[src/rtl/byte_word_packer.sv]
// Packs an accepted byte stream MSB-first into 32-bit words and queues them in a
// first-word-fall-through FIFO drained over a valid/ready interface.
module byte_word_packer #(
    parameter int         FIFO_DEPTH = 4,
    parameter logic [7:0] PAD_BYTE   = 8'h00
) (
    input  logic                          clk,
    input  logic                          reset,
    input  logic                          start,
    input  logic [7:0]                    data_in,
    input  logic                          data_en,
    input  logic                          flush,
    output logic [31:0]                   word_o,
    output logic [2:0]                    word_bytes,
    output logic                          word_valid,
    input  logic                          word_ready,
    output logic [$clog2(FIFO_DEPTH):0]   fifo_count,
    output logic                          overflow,
    input  logic                          ovf_clr
);

    localparam int AW = $clog2(FIFO_DEPTH);
    localparam int CW = AW + 1;
    localparam logic [CW-1:0] FULL_CNT = CW'(FIFO_DEPTH);

    logic [1:0]    byte_cnt_r;
    logic [23:0]   acc_r;
    logic [31:0]   mem_r [FIFO_DEPTH];
    logic [2:0]    bytes_mem_r [FIFO_DEPTH];
    logic [AW-1:0] wr_ptr_r;
    logic [AW-1:0] rd_ptr_r;
    logic [CW-1:0] count_r;
    logic          overflow_r;

    logic          accept_s;
    logic [31:0]   accw_s;
    logic [31:0]   merged_s;
    logic [2:0]    push_bytes_s;
    logic          push_s;
    logic          pop_s;
    logic          full_s;
    logic          wr_en_s;
    logic          drop_s;

    assign accept_s     = start && data_en;
    assign accw_s       = {acc_r, PAD_BYTE};
    assign push_bytes_s = {1'b0, byte_cnt_r} + {2'b00, accept_s};
    assign push_s       = (accept_s && (byte_cnt_r == 2'd3)) ||
                          (flush && ((byte_cnt_r != 2'd0) || accept_s));

    assign word_valid = (count_r != {CW{1'b0}});
    assign pop_s      = word_valid && word_ready;
    assign full_s     = (count_r == FULL_CNT);
    // A full FIFO still takes a push when the head leaves in the same cycle.
    assign wr_en_s    = push_s && (!full_s || pop_s);
    assign drop_s     = push_s && full_s && !pop_s;

    assign word_o     = word_valid ? mem_r[rd_ptr_r] : 32'h0000_0000;
    assign word_bytes = word_valid ? bytes_mem_r[rd_ptr_r] : 3'd0;
    assign fifo_count = count_r;
    assign overflow   = overflow_r;

    // Lane merge: held bytes, then this cycle's byte, then padding.
    always_comb begin
        merged_s = 32'h0000_0000;
        for (int i = 0; i < 4; i++) begin
            if (i < int'(byte_cnt_r)) begin
                merged_s[31-8*i -: 8] = accw_s[31-8*i -: 8];
            end else if (accept_s && (i == int'(byte_cnt_r))) begin
                merged_s[31-8*i -: 8] = data_in;
            end else begin
                merged_s[31-8*i -: 8] = PAD_BYTE;
            end
        end
    end

    // Byte assembler: counter and partial-word accumulator.
    always_ff @(posedge clk or posedge reset) begin
        if (reset) begin
            byte_cnt_r <= 2'd0;
            acc_r      <= 24'h00_0000;
        end else if (push_s) begin
            byte_cnt_r <= 2'd0;
            acc_r      <= 24'h00_0000;
        end else if (accept_s) begin
            byte_cnt_r <= byte_cnt_r + 2'd1;
            acc_r      <= merged_s[31:8];
        end else begin
            byte_cnt_r <= byte_cnt_r;
            acc_r      <= acc_r;
        end
    end

    // FIFO storage; contents are only observable through a valid head.
    always_ff @(posedge clk) begin
        if (wr_en_s) begin
            mem_r[wr_ptr_r]       <= merged_s;
            bytes_mem_r[wr_ptr_r] <= push_bytes_s;
        end
    end

    // FIFO pointers, occupancy and sticky overflow (set beats clear).
    always_ff @(posedge clk or posedge reset) begin
        if (reset) begin
            wr_ptr_r   <= {AW{1'b0}};
            rd_ptr_r   <= {AW{1'b0}};
            count_r    <= {CW{1'b0}};
            overflow_r <= 1'b0;
        end else begin
            if (wr_en_s) begin
                wr_ptr_r <= wr_ptr_r + {{(AW-1){1'b0}}, 1'b1};
            end else begin
                wr_ptr_r <= wr_ptr_r;
            end
            if (pop_s) begin
                rd_ptr_r <= rd_ptr_r + {{(AW-1){1'b0}}, 1'b1};
            end else begin
                rd_ptr_r <= rd_ptr_r;
            end
            case ({wr_en_s, pop_s})
                2'b10:   count_r <= count_r + {{(CW-1){1'b0}}, 1'b1};
                2'b01:   count_r <= count_r - {{(CW-1){1'b0}}, 1'b1};
                default: count_r <= count_r;
            endcase
            if (drop_s) begin
                overflow_r <= 1'b1;
            end else if (ovf_clr) begin
                overflow_r <= 1'b0;
            end else begin
                overflow_r <= overflow_r;
            end
        end
    end

endmodule
[config.mk]
export PLATFORM = sky130hd
export DESIGN_NAME = byte_word_packer
export DESIGN_NICKNAME = d
export VERILOG_FILES = /design/src/rtl/byte_word_packer.sv
export SDC_FILE = /design/constraint.sdc
export NUM_CORES = 1
export LEC_CHECK = 0
export CAP_MARGIN = 20
export CORE_MARGIN = 2
export CORE_UTILIZATION = 68
export CTS_CLUSTER_SIZE = 40
export DETAILED_ROUTE_END_ITERATION = 10
export DONT_BUFFER_PORTS = 1
export HOLD_SLACK_MARGIN = 0.08
export PLACE_DENSITY = 0.84
export SYNTH_ARGS = -nofsm -noshare
export SYNTH_HDL_FRONTEND = slang
export SYNTH_SLANG_ARGS = --single-unit
[constraint.sdc]
create_clock -name clk -period 6.1 [get_ports clk]
set_input_delay 0.61 -clock clk [delete_from_list [all_inputs] [get_ports clk]]
set_output_delay 0.61 -clock clk [all_outputs]
set_load 0.01 [all_outputs]
==> results of run 1 <==
==> state kept, by name, indices dropped and copies added, names as in the netlist <==
| register | count |
|---|---|
| acc_r | 24 |
| byte_cnt_r | 2 |
| bytes_mem_r | 12 |
| fifo_count | 3 |
| mem_r | 128 |
| overflow | 1 |
| rd_ptr_r | 2 |
| wr_ptr_r | 2 |
==> how the worst max path moves through the flow <==
| stage | endpoint | startpoint | slack (ns) | cells past startpoint |
|---|---|---|---|---|
| 6_report | fifo_count[1] | byte_cnt_r[1] | 3.03 | 9 |
| 3_3_place_gp | fifo_count[1] | byte_cnt_r[1] | 3.29 | 9 |
| 3_5_place_dp | fifo_count[1] | byte_cnt_r[1] | 3.15 | 9 |
| 5_1_grt | fifo_count[2] | byte_cnt_r[1] | 2.77 | 10 |
| 4_1_cts | word_bytes[0] | fifo_count[0] | 3.03 | 4 |
| 2_1_floorplan | bytes_mem_r[0][0] | byte_cnt_r[0] | 3.57 | 6 |
==> critical path, delay by kind of cell (launching register included) <==
family                     cells  cell delay, ns
adders and majority gates      2            1.26
and+or+nand+nor                4            0.61
DFF                            1            0.57
AOI/OAI and AO/OA              2            0.31
buffers and inverters          1            0.19
==> stage by stage <==
stage               instances  power (mW)  hold slack (ns)  instance area [um^2]  setup WS, ns
finish                    597        3.68            0.214                  8050          3.03
global route              597        3.85            0.187                  8050          2.77
CTS                       597        3.71            0.188                  8050          3.03
detailed placement        564        2.64            0.483                  7460          3.15
global placement          564        2.61            0.463                  7460          3.29
floorplan                 444        2.43            0.466                  7350          3.57
==> layer usage <==
metal,part of all wire (%),wire [um],vias to the layer above
li1,-,-,1719
met2,47,7020,227
met5,0,0,-
met1,39,5920,1991
met4,3.2,483,0
met3,11,1620,38
==> cells in the final DEF (no fill, tap or decap), drive strengths merged, types with 7 or more instances in the layout <==
cell type	Yosys	final
a21oi	7	7
a22o	35	35
and2	41	41
and3	9	9
buf	12	8
clkbuf	12	24
dfrtp	34	34
edfxtp	140	140
ha	11	11
inv	18	21
mux4	35	35
nand2	26	26
nand3	12	12
nor2	10	10
o21ai	17	17
==> cells by family (layout without fill, tap and decap cells) <==
logic type | Yosys count | after routing | share of synthesized area (%)
AND/OR/NAND/NOR | 109 | 109 | 8.07
XOR/XNOR | 4 | 4 | 0.477
adder cells (fa/ha/maj) | 12 | 12 | 2.15
AO/OA/AOI/OAI | 67 | 67 | 7.08
buffers and inverters | 42 | 59 | 2.55
multiplexers | 36 | 36 | 10.9
flip-flops | 174 | 174 | 68.8
==> layout make-up <==
cell class / count / area, um^2
clock buffer: 24 / 504
timing repair buffer: 9 / 70.1
fill: 542 / 2370
inverter: 18 / 67.6
multi-input combinational: 228 / 2110
clock inverter: 8 / 75.1
sequential: 174 / 5060
tap: 136 / 170
==> power breakdown <==
| part | leakage [nW] | switching, mW | internal, mW |
|---|---|---|---|
| combinational | 0.914 | 0.613 | 0.438 |
| sequential | 1.79 | 0.0917 | 1.49 |
| clock | 0.289 | 0.431 | 0.616 |
==> results by group, run 1 <==
Synth
  • Syn Inst Count: approximately 440
  • Async SR Flop Fraction: roughly 20%
  • FF+latch count, synth: about 170
  • Top_reg_cell synth: edfxtp_1
  • Mapped Area: between 7000 and 8000 um^2
  • Synth area leaders: edfxtp_1 (57%), dfrtp_1 (12%), mux4_2 (11%)
  • Syn avg cell area: approximately 17 um^2
  • Top cells by count, synth: edfxtp_1 (140), and2_1 (41), a22o_1 (35), mux4_2 (35), dfrtp_1 (34)
  • Synth top area share: between 50% and 60%
  • Syn. warnings: 0
  • Post-synth cell types: 41
  • Post-synth EDFFs: 140
  • Leading area contributor after synthesis: edfxtp_1
  • Synthesized net count: roughly 470
  • Sequential area share after synthesis: between 60% and 70%
  • Most frequent cell after synthesis: edfxtp_1

GRT
  • GR Layer Usage met2: a little over two fifths
  • Total GRT Usage: ~29%
  • Largest net degree at the start of global routing: 38
  • M3 GR Usage: approximately 9.8%
  • First-pass GRT wire length: about 23000 um
  • Global route hottest layer: met2
  • Vias in the first global route: around 4000
  • Grt total ovfl: 0
  • M1 GR Usage: approximately two fifths
  • Initial antenna violation count: 1

Floorplanning
  • DIE AREA: roughly 12000 um^2
  • Chip height: ~110 um
  • # IOs: 55
  • Die width: between 100 and 150 um
  • Core Area: about 10000 um^2
  • Starting Density: 70.5%
  • Row cnt: 37

Timing
  • Final Slew Violations: 0
  • Maximum clock rate: 326 MHz
  • Slew at the pin with the worst max-slew slack: around 0.84 ns
  • Ratio of final minimum period to clock period: between 50% and 60%
  • Final setup fails: 0
  • Tmin final: approximately 3.1 ns
  • Max-slew headroom: a little over two fifths
  • Setup TNS Final: 0 ns
  • Fin. Hold Viols: 0
  • Layout Skew: 0.00771 ns
  • RSZ-0062 raised after global routing: false

Placed design
  • Post-DP HPWL: about 9000 um
  • Port Buffers: 0
  • Routability cong.: between 0.8 and 0.9

Pwr
  • Pwr/cell area: between 400 and 500 nW/um^2
  • Static Leakage: roughly 3 nW
  • Max VDD drop: just over 400 uV

Setup path
  • Crit path required time: ~6.5 ns
  • Most used cell, CP: nor2_1
  • CP Cell Sequence: inv_1 -> ha_1 -> nor2b_4 -> nor2_1 -> nand3_1 -> fa_1 -> nor2_1 -> a221oi_1 -> o21ai_1
  • Worst R2R Setup Slack: 3.03 ns
  • Critical Path Fanout Max: 25
  • Critical Path Source Type: flop
  • Crit Path Category: reg -> reg
  • Slowest cell delay on critical path: between 0.7 and 0.8 ns
  • R2R Path Start: byte_cnt_r[1]
  • Nature of the critical path endpoint: flop
  • Slowest CP cell: ha_1
  • R2r worst-path depth: 9
  • Arrival time at the worst endpoint: ~3.5 ns
  • R2R Path End: fifo_count[1]

Min path
  • Hold Crit Depth: 1
  • Worst Hold Class: in -> reg
  • Hold-critical path endpoint: acc_r[9]
  • Hold_sp: data_in[1]

Route
  • Detailed Routing Iterations Pass 1: 5
  • Via density: between 6 and 7
  • Post-route ant nets: 0
  • Drt wl/cell: 25.2 um
  • Starting DRT DRC Count: between 300 and 400
  • DRC: 0
  • DR vias: a little under 4000
  • Post-Route WL: 15000 um

Outcome
  • Outcome: completed

Clock network
  • Clk root buf: clkbuf_8
  • CTS HTree Levels: 4
  • Reg clk slew, reported paths: roughly 0.070 ns
  • CTS Hold Bufs: 1
  • CTS tree: done
  • Inserted Clock Buffers: 17
  • Post CTS Setup Buffer Count: 0
  • Worst skew pair latency: between 0.5 and 0.6 ns
  • Clock sinks: about 170
  • PostCTS Resize Cnt: 0
  • Clock Path Buffers: 2

Finish
  • N_diodes: 0
  • Layout cells sized above 1: between 15 and 20%
  • Synthesis-to-layout area growth: 9.54%
  • Final nets: roughly 480
  • Final core utilization: ~77%

Job
  • Maxcap violations: 0
(Power assumes the default switching activity.)
==> inputs of run 2 (changes only) <==
--- a/config.mk
+++ b/config.mk
@@ -7,12 +7,12 @@
 export LEC_CHECK = 0
 export CAP_MARGIN = 20
 export CORE_MARGIN = 2
-export CORE_UTILIZATION = 68
+export CORE_UTILIZATION = 63
 export CTS_CLUSTER_SIZE = 40
 export DETAILED_ROUTE_END_ITERATION = 10
 export DONT_BUFFER_PORTS = 1
 export HOLD_SLACK_MARGIN = 0.08
-export PLACE_DENSITY = 0.84
+export PLACE_DENSITY = 0.79
 export SYNTH_ARGS = -nofsm -noshare
 export SYNTH_HDL_FRONTEND = slang
 export SYNTH_SLANG_ARGS = --single-unit
==> constraint.sdc (replaced) <==
create_clock -name clk -period 3.1 [get_ports clk]
set_input_delay 0.31 -clock clk [delete_from_list [all_inputs] [get_ports clk]]
set_output_delay 0.31 -clock clk [all_outputs]
set_load 0.01 [all_outputs]
==> results by group, run 2 (synthesis results as in run 1) <==
Setup path
  • CP Cell Sequence: ha_1 -> o211a_1 -> nor2_1 -> nand3_1 -> fa_1 -> nand2_1 -> nor3_1 -> a2bb2oi_1 -> nand3_1
  • Nature of the critical path endpoint: flop
  • WP buf/inv: 0 (-1)
  • R2R Path Start: byte_cnt_r[0]
  • Worst R2R Setup Slack: 0.48 ns (-2.55 ns)
  • Critical Path Fanout Max: 12 (-52%)
  • Critical Path Source Type: flop
  • Crit path required time: 3.40 ns (-3.12 ns)
  • Critical Path Stages: 9 (unchanged)
  • R2R Path End: fifo_count[2]
  • Slowest CP cell: dfrtp_1
  • Slowest cell delay on critical path: 0.43 ns (-0.30 ns)
  • Most used cell, CP: nand3_1
  • CP top delay family: adder cells
  • Crit Path Category: reg -> reg
  • R2r worst-path depth: 9 (unchanged)
  • Arrival time at the worst endpoint: 2.91 ns (-0.57 ns)

Clock network
  • Clk root buf: clkbuf_16
  • Worst skew pair latency: 0.42 ns (-0.12 ns)
  • Post CTS Setup Buffer Count: 0 (unchanged)
  • CTS HTree Levels: 4 (unchanged)
  • CTS tree: done
  • Clock Path Buffers: 2 (unchanged)
  • Clock sinks: 174 (unchanged)
  • Inserted Clock Buffers: 17 (unchanged)
  • Reg clk slew, reported paths: 0.07 ns (about the same)

Timing
  • Fin. Hold Viols: 0 (unchanged)
  • Max-slew headroom: 56.0% (+12 points)
  • Tmin final: 2.62 ns (-0.449 ns)
  • Ratio of final minimum period to clock period: 84.5% (+34 points)
  • Maximum clock rate: 382 MHz (+17%)
  • RSZ-0062 raised after global routing: false
  • Final Slew Violations: 0 (unchanged)
  • Setup TNS Final: 0 ns (unchanged)
  • Slew at the pin with the worst max-slew slack: 0.655 ns (-0.186 ns)
  • Layout Skew: 0.00980 ns (+0.00210 ns)
  • Final setup fails: 0 (unchanged)

Finish
  • Most frequent cells in the layout: edfxtp_1 (140), and2_1 (41), a22o_1 (35), mux4_2 (35), dfrtp_1 (33)
  • Filler cells: 657 (+21%)
  • Register Area: 5060 um^2 (unchanged)
  • Finished layout cell area: 8170 um^2 (+1.6%)
  • Final nets: 490 (+3.2%)
  • Multi-input logic area: 2110 um^2 (unchanged)
  • Largest regs: mem_r (128), acc_r (24), bytes_mem_r (12)
  • Largest Register: mem_r
  • Synthesis-to-layout area growth: 11.2%
  • Layout cells sized above 1: 18.1% (+0.75 points)
  • Most common cell after layout, fill and taps aside: edfxtp_1
  • Max FFs per register: 128 (unchanged)

Pwr
  • Static Leakage: 3.03 nW (+1.4%)
  • Seq pwr share: 43.3% (+0.4 points)
  • Clock share of power: 27.3% (-1.2 points)
  • Logic pwr share: 29.4% (+0.8 points)
  • Sw Share: 30.8% (-0.087 points)
  • Max VDD drop: 717 uV (+73%)
  • Switch Pwr: 2.20 mW (+94%)
  • Pwr/cell area: 874 nW/um^2 (+91%)
  • Power Internal: 4.94 mW (+94%)

Route
  • Detailed Routing Iterations Pass 1: 5 (unchanged)
  • Starting DRT DRC Count: 365 (-2.9%)
  • DR vias: 4061 (+2.2%)
  • Post-route ant nets: 0 (unchanged)
  • DRC: 0 (unchanged)
  • Via density: 6.56 (-1.5%)
  • Drt wl/cell: 23.1 um (-8.6%)
  • Post-Route WL: 14300 um (-5.2%)

GRT
  • Grt total ovfl: 0 (unchanged)
  • First-pass GRT wire length: 22700 um (-3.3%)
  • Largest net degree at the start of global routing: 39 (+2.6%)
  • Initial antenna violation count: 1 (unchanged)
  • Total GRT Usage: 24.4% (-4.7 points)
  • Vias in the first global route: 4094 (+2.5%)

Placed design
  • Port Buffers: 0 (unchanged)
  • Routability cong.: 0.868 (+6.8%)
  • Dpl cell area: 7530 um^2 (+0.89%)
  • Post-DP HPWL: 8500 um (-5.8%)

Outcome
  • Outcome: completed

Floorplanning
  • Die width: 112 um (+3.7%)
  • DIE AREA: 12500 um^2 (+7.6%)
  • # IOs: 55 (unchanged)
  • Core Area: 11400 um^2 (+9.6%)
  • Starting Density: 64.4% (-6.2 points)
  • Chip height: 112 um (+3.7%)
  • Row cnt: 39 (+5.4%)

Min path
  • Hold Crit Depth: 2 (+1)
  • Hold-critical path endpoint: acc_r[17]
  • Worst Hold Class: in -> reg
  • Hold_sp: data_in[1]

Job
  • Maxcap violations: 0 (unchanged)
[run 2: cell count changes in the layout (fill, tap and decap cells not counted), moves of 2 or more]
cell           change
clkinv_1           +2
inv_4              -2
clkbuf_1           -3
buf_4              +5
clkbuf_16          -2
dlygate4sd3_1      +9
clkinv_4           +2
clkinvlp_4         +3
[run 2: power groups by stage]
stage | sequential [mW] | combinational [mW] | clock [mW]
2_1_floorplan | 3.08 | 1.70 | 0
3_3_place_gp | 3.11 | 2.04 | 0
3_5_place_dp | 3.13 | 2.09 | 0
4_1_cts | 3.09 | 2.13 | 1.96
5_1_grt | 3.12 | 2.29 | 2.06
6_report | 3.09 | 2.10 | 1.95
[run 2: per-layer routing]
layer,vias to the layer above,wire [um],global-route usage (%)
met5,-,0,0
li1,1749,-,-
met2,211,7100,37.8
met3,33,1080,6.10
met1,2068,5700,33.5
met4,0,393,10.9
[run 2: worst reg2reg max path: cells and delay by family, from the launching register on]
family / cells / cell delay, ns
adder cells (fa/ha/maj): 2 / 0.79
AND/OR/NAND/NOR: 5 / 0.74
AO/OA/AOI/OAI: 2 / 0.53
flip-flops: 1 / 0.43
[run 2: worst max path at each step]
stage,start,endpoint
finish,byte_cnt_r[0],fifo_count[2]
global route,byte_cnt_r[0],fifo_count[1]
CTS,byte_cnt_r[0],fifo_count[1]
detailed placement,byte_cnt_r[0],fifo_count[1]
global placement,byte_cnt_r[0],fifo_count[1]
floorplan,byte_cnt_r[0],bytes_mem_r[0][0]
[run 2: through the flow]
step                worst slack, ns  std cells  util (%)  hold slack (ns)  power (mW)
floorplan                     0.575        444         -            0.450        4.78
finish                        0.481        619      71.6            0.111        7.14
detailed placement            0.554        577      65.9            0.326        5.22
global route                  0.364        619      71.6            0.108        7.47
CTS                           0.543        618      71.6            0.101        7.19
global placement              0.696        577      65.9            0.319        5.15
[run 2: layout make-up]
class / count / area share (%)
well taps: 143 / 2.19
flip-flops and latches: 174 / 61.9
inverters: 18 / 0.827
multi-input cells: 228 / 25.8
clock buffers: 18 / 5.25
diodes: 1 / 0.0306
clock inverters: 13 / 1.42
repair buffers: 24 / 2.66
[run 2: repair_timing]
item / 4_1_cts / 5_1_grt
hold buffers: 10 / 0
endpoints found under the hold margin: 54 / 0
gates resized for setup: 0 / 0
==> inputs of run 3 (changes only) <==
--- a/config.mk
+++ b/config.mk
@@ -7,12 +7,12 @@
 export LEC_CHECK = 0
 export CAP_MARGIN = 20
 export CORE_MARGIN = 2
-export CORE_UTILIZATION = 63
+export CORE_UTILIZATION = 57
 export CTS_CLUSTER_SIZE = 40
 export DETAILED_ROUTE_END_ITERATION = 10
 export DONT_BUFFER_PORTS = 1
 export HOLD_SLACK_MARGIN = 0.08
-export PLACE_DENSITY = 0.79
+export PLACE_DENSITY = 0.75
 export SYNTH_ARGS = -nofsm -noshare
 export SYNTH_HDL_FRONTEND = slang
 export SYNTH_SLANG_ARGS = --single-unit
==> constraint.sdc (replaced) <==
create_clock -name clk -period 2.4 [get_ports clk]
set_input_delay 0.24 -clock clk [delete_from_list [all_inputs] [get_ports clk]]
set_output_delay 0.24 -clock clk [all_outputs]
set_load 0.01 [all_outputs]
==> results by group, run 3 (synthesis results as in run 1) <==
Finish
  • Final nets: 493 (+0.61%)
  • Filler cells: 835 (+27%)
  • Largest Register: mem_r
  • Multi-input logic area: 2110 um^2 (+0.36%)
  • Most frequent cells in the layout: edfxtp_1 (140), and2_1 (37), a22o_1 (35), mux4_2 (35), dfrtp_1 (33)
  • Register Area: 5060 um^2 (unchanged)
  • Finished layout cell area: 8340 um^2 (+2.0%)
  • Layout cells sized above 1: 19.0% (+0.93 points)
  • Most common cell after layout, fill and taps aside: edfxtp_1
  • N_diodes: 0 (-1)
  • Final core utilization: 66.1% (-5.5 points)
  • Max FFs per register: 128 (unchanged)
  • Largest regs: mem_r (128), acc_r (24), bytes_mem_r (12)
  • Synthesis-to-layout area growth: 13.4%

Floorplanning
  • # IOs: 55 (unchanged)
  • Die width: 118 um (+4.9%)
  • Row cnt: 41 (+5.1%)
  • Chip height: 118 um (+4.9%)
  • Starting Density: 58.2% (-6.1 points)
  • DIE AREA: 13800 um^2 (+10%)
  • Core Area: 12600 um^2 (+11%)

GRT
  • Vias in the first global route: 4111 (+0.42%)
  • First-pass GRT wire length: 22500 um (-1.0%)
  • Total GRT Usage: 21.8% (-2.6 points)
  • Largest net degree at the start of global routing: 39 (unchanged)
  • Initial antenna violation count: 0 (-1)
  • Grt total ovfl: 0 (unchanged)

Clock network
  • Clk root buf: clkbuf_16
  • Clock Path Buffers: 2 (unchanged)
  • Worst skew pair latency: 0.42 ns (about the same)
  • Post CTS Setup Buffer Count: 0 (unchanged)
  • Clock sinks: 174 (unchanged)
  • CTS HTree Levels: 4 (unchanged)
  • CTS tree: done
  • Reg clk slew, reported paths: 0.06 ns (about the same)
  • Inserted Clock Buffers: 17 (unchanged)

Setup path
  • Critical Path Fanout Max: 35 (+23)
  • Crit Path Category: reg -> reg
  • Critical Path Source Type: flop
  • Nature of the critical path endpoint: flop
  • Crit path required time: 2.50 ns (-0.90 ns)
  • Arrival time at the worst endpoint: 2.34 ns (-0.57 ns)

Timing
  • Fin. Hold Viols: 0 (unchanged)
  • Setup TNS Final: 0 ns (unchanged)
  • Tmin final: 2.23 ns (-0.385 ns)
  • Layout Skew: 0.00738 ns (-0.00242 ns)
  • Final Slew Violations: 0 (unchanged)
  • Maximum clock rate: 448 MHz (+17%)
  • Max-slew headroom: 51.3% (-4.7 points)
  • RSZ-0062 raised after global routing: false
  • Ratio of final minimum period to clock period: 93.1% (+8.6 points)
  • Slew at the pin with the worst max-slew slack: 0.730 ns (+0.0752 ns)
  • Final setup fails: 0 (unchanged)

Route
  • Drt wl/cell: 21.8 um (-5.5%)
  • Detailed Routing Iterations Pass 1: 5 (unchanged)
  • Starting DRT DRC Count: 420 (+15%)
  • DR vias: 3958 (-2.5%)
  • Post-Route WL: 14200 um (-0.79%)
  • Post-route ant nets: 0 (unchanged)
  • Via density: 6.09 (-7.2%)
  • DRC: 0 (unchanged)

Job
  • Maxcap violations: 0 (unchanged)

Placed design
  • Dpl cell area: 7620 um^2 (+1.2%)
  • Port Buffers: 0 (unchanged)
  • Routability cong.: 0.807 (-7.0%)
  • Post-DP HPWL: 8360 um (-1.6%)

Pwr
  • Static Leakage: 3.09 nW (+1.8%)
  • Max VDD drop: 785 uV (+9.4%)
  • Pwr/cell area: 1140 nW/um^2 (+31%)

Min path
  • Worst Hold Class: in -> reg

Outcome
  • Outcome: completed
run 3: area by class of cell:
type                       count  area share (%)
clock buffer                  20            5.24
sequential                   174            60.7
tap                          172            2.58
inverter                      18           0.811
timing repair buffer          27            3.36
clock inverter                11            2.00
multi-input combinational    228            25.4
run 3: worst max-delay path, stage by stage (launching register included):
cell and delay, ns:
dfrtp_1 0.44, inv_1 0.12, ha_1 0.27, nor2b_4 0.19
nor2_2 0.06, buf_4 0.14, a31oi_4 0.21, and2_2 0.21
buf_12 0.24
run 3: layer usage:
layer | global-route usage [%] | vias to the layer above | routed length (um)
met5 | 0 | - | 0
met3 | 5.52 | 25 | 905
li1 | - | 1744 | -
met4 | 8.51 | 0 | 300
met2 | 35.6 | 149 | 7210
met1 | 28.4 | 2040 | 5740
run 3: final timing paths:
path	start	to	slack (ns)	cells after the start
max	byte_cnt_r[0]	mem_r[2][18]	0.17	8
min	flush	byte_cnt_r[0]	0.1	3
max reg2reg	byte_cnt_r[0]	mem_r[2][18]	0.17	8
min reg2reg	acc_r[5]	acc_r[5]	0.50	1
max in group asynchronous	reset	acc_r[9]	1.32	3
min in group asynchronous	reset	fifo_count[0]	0.37	2
run 3: repair_timing:
action	4_1_cts	5_1_grt
endpoints found under the setup margin	0	1
gates resized for setup	0	1
hold endpoints to repair	44	0
hold buffers	11	0
run 3: where the power goes:
| group | switching (mW) | internal (mW) |
|---|---|---|
| sequential | 0.202 | 3.78 |
| clock | 1.06 | 1.73 |
| combinational | 1.55 | 1.21 |
| total | 2.82 | 6.72 |
run 3: per-stage QoR:
stage / hold WS, ns / worst slack [ns] / power [mW] / cells
global placement: 0.272 / 0.272 / 6.72 / 608
floorplan: 0.380 / 0.193 / 6.17 / 444
CTS: 0.0802 / 0.129 / 9.61 / 650
detailed placement: 0.287 / 0.153 / 6.81 / 608
global route: 0.0982 / 0.0304 / 9.99 / 650
finish: 0.0978 / 0.166 / 9.53 / 650
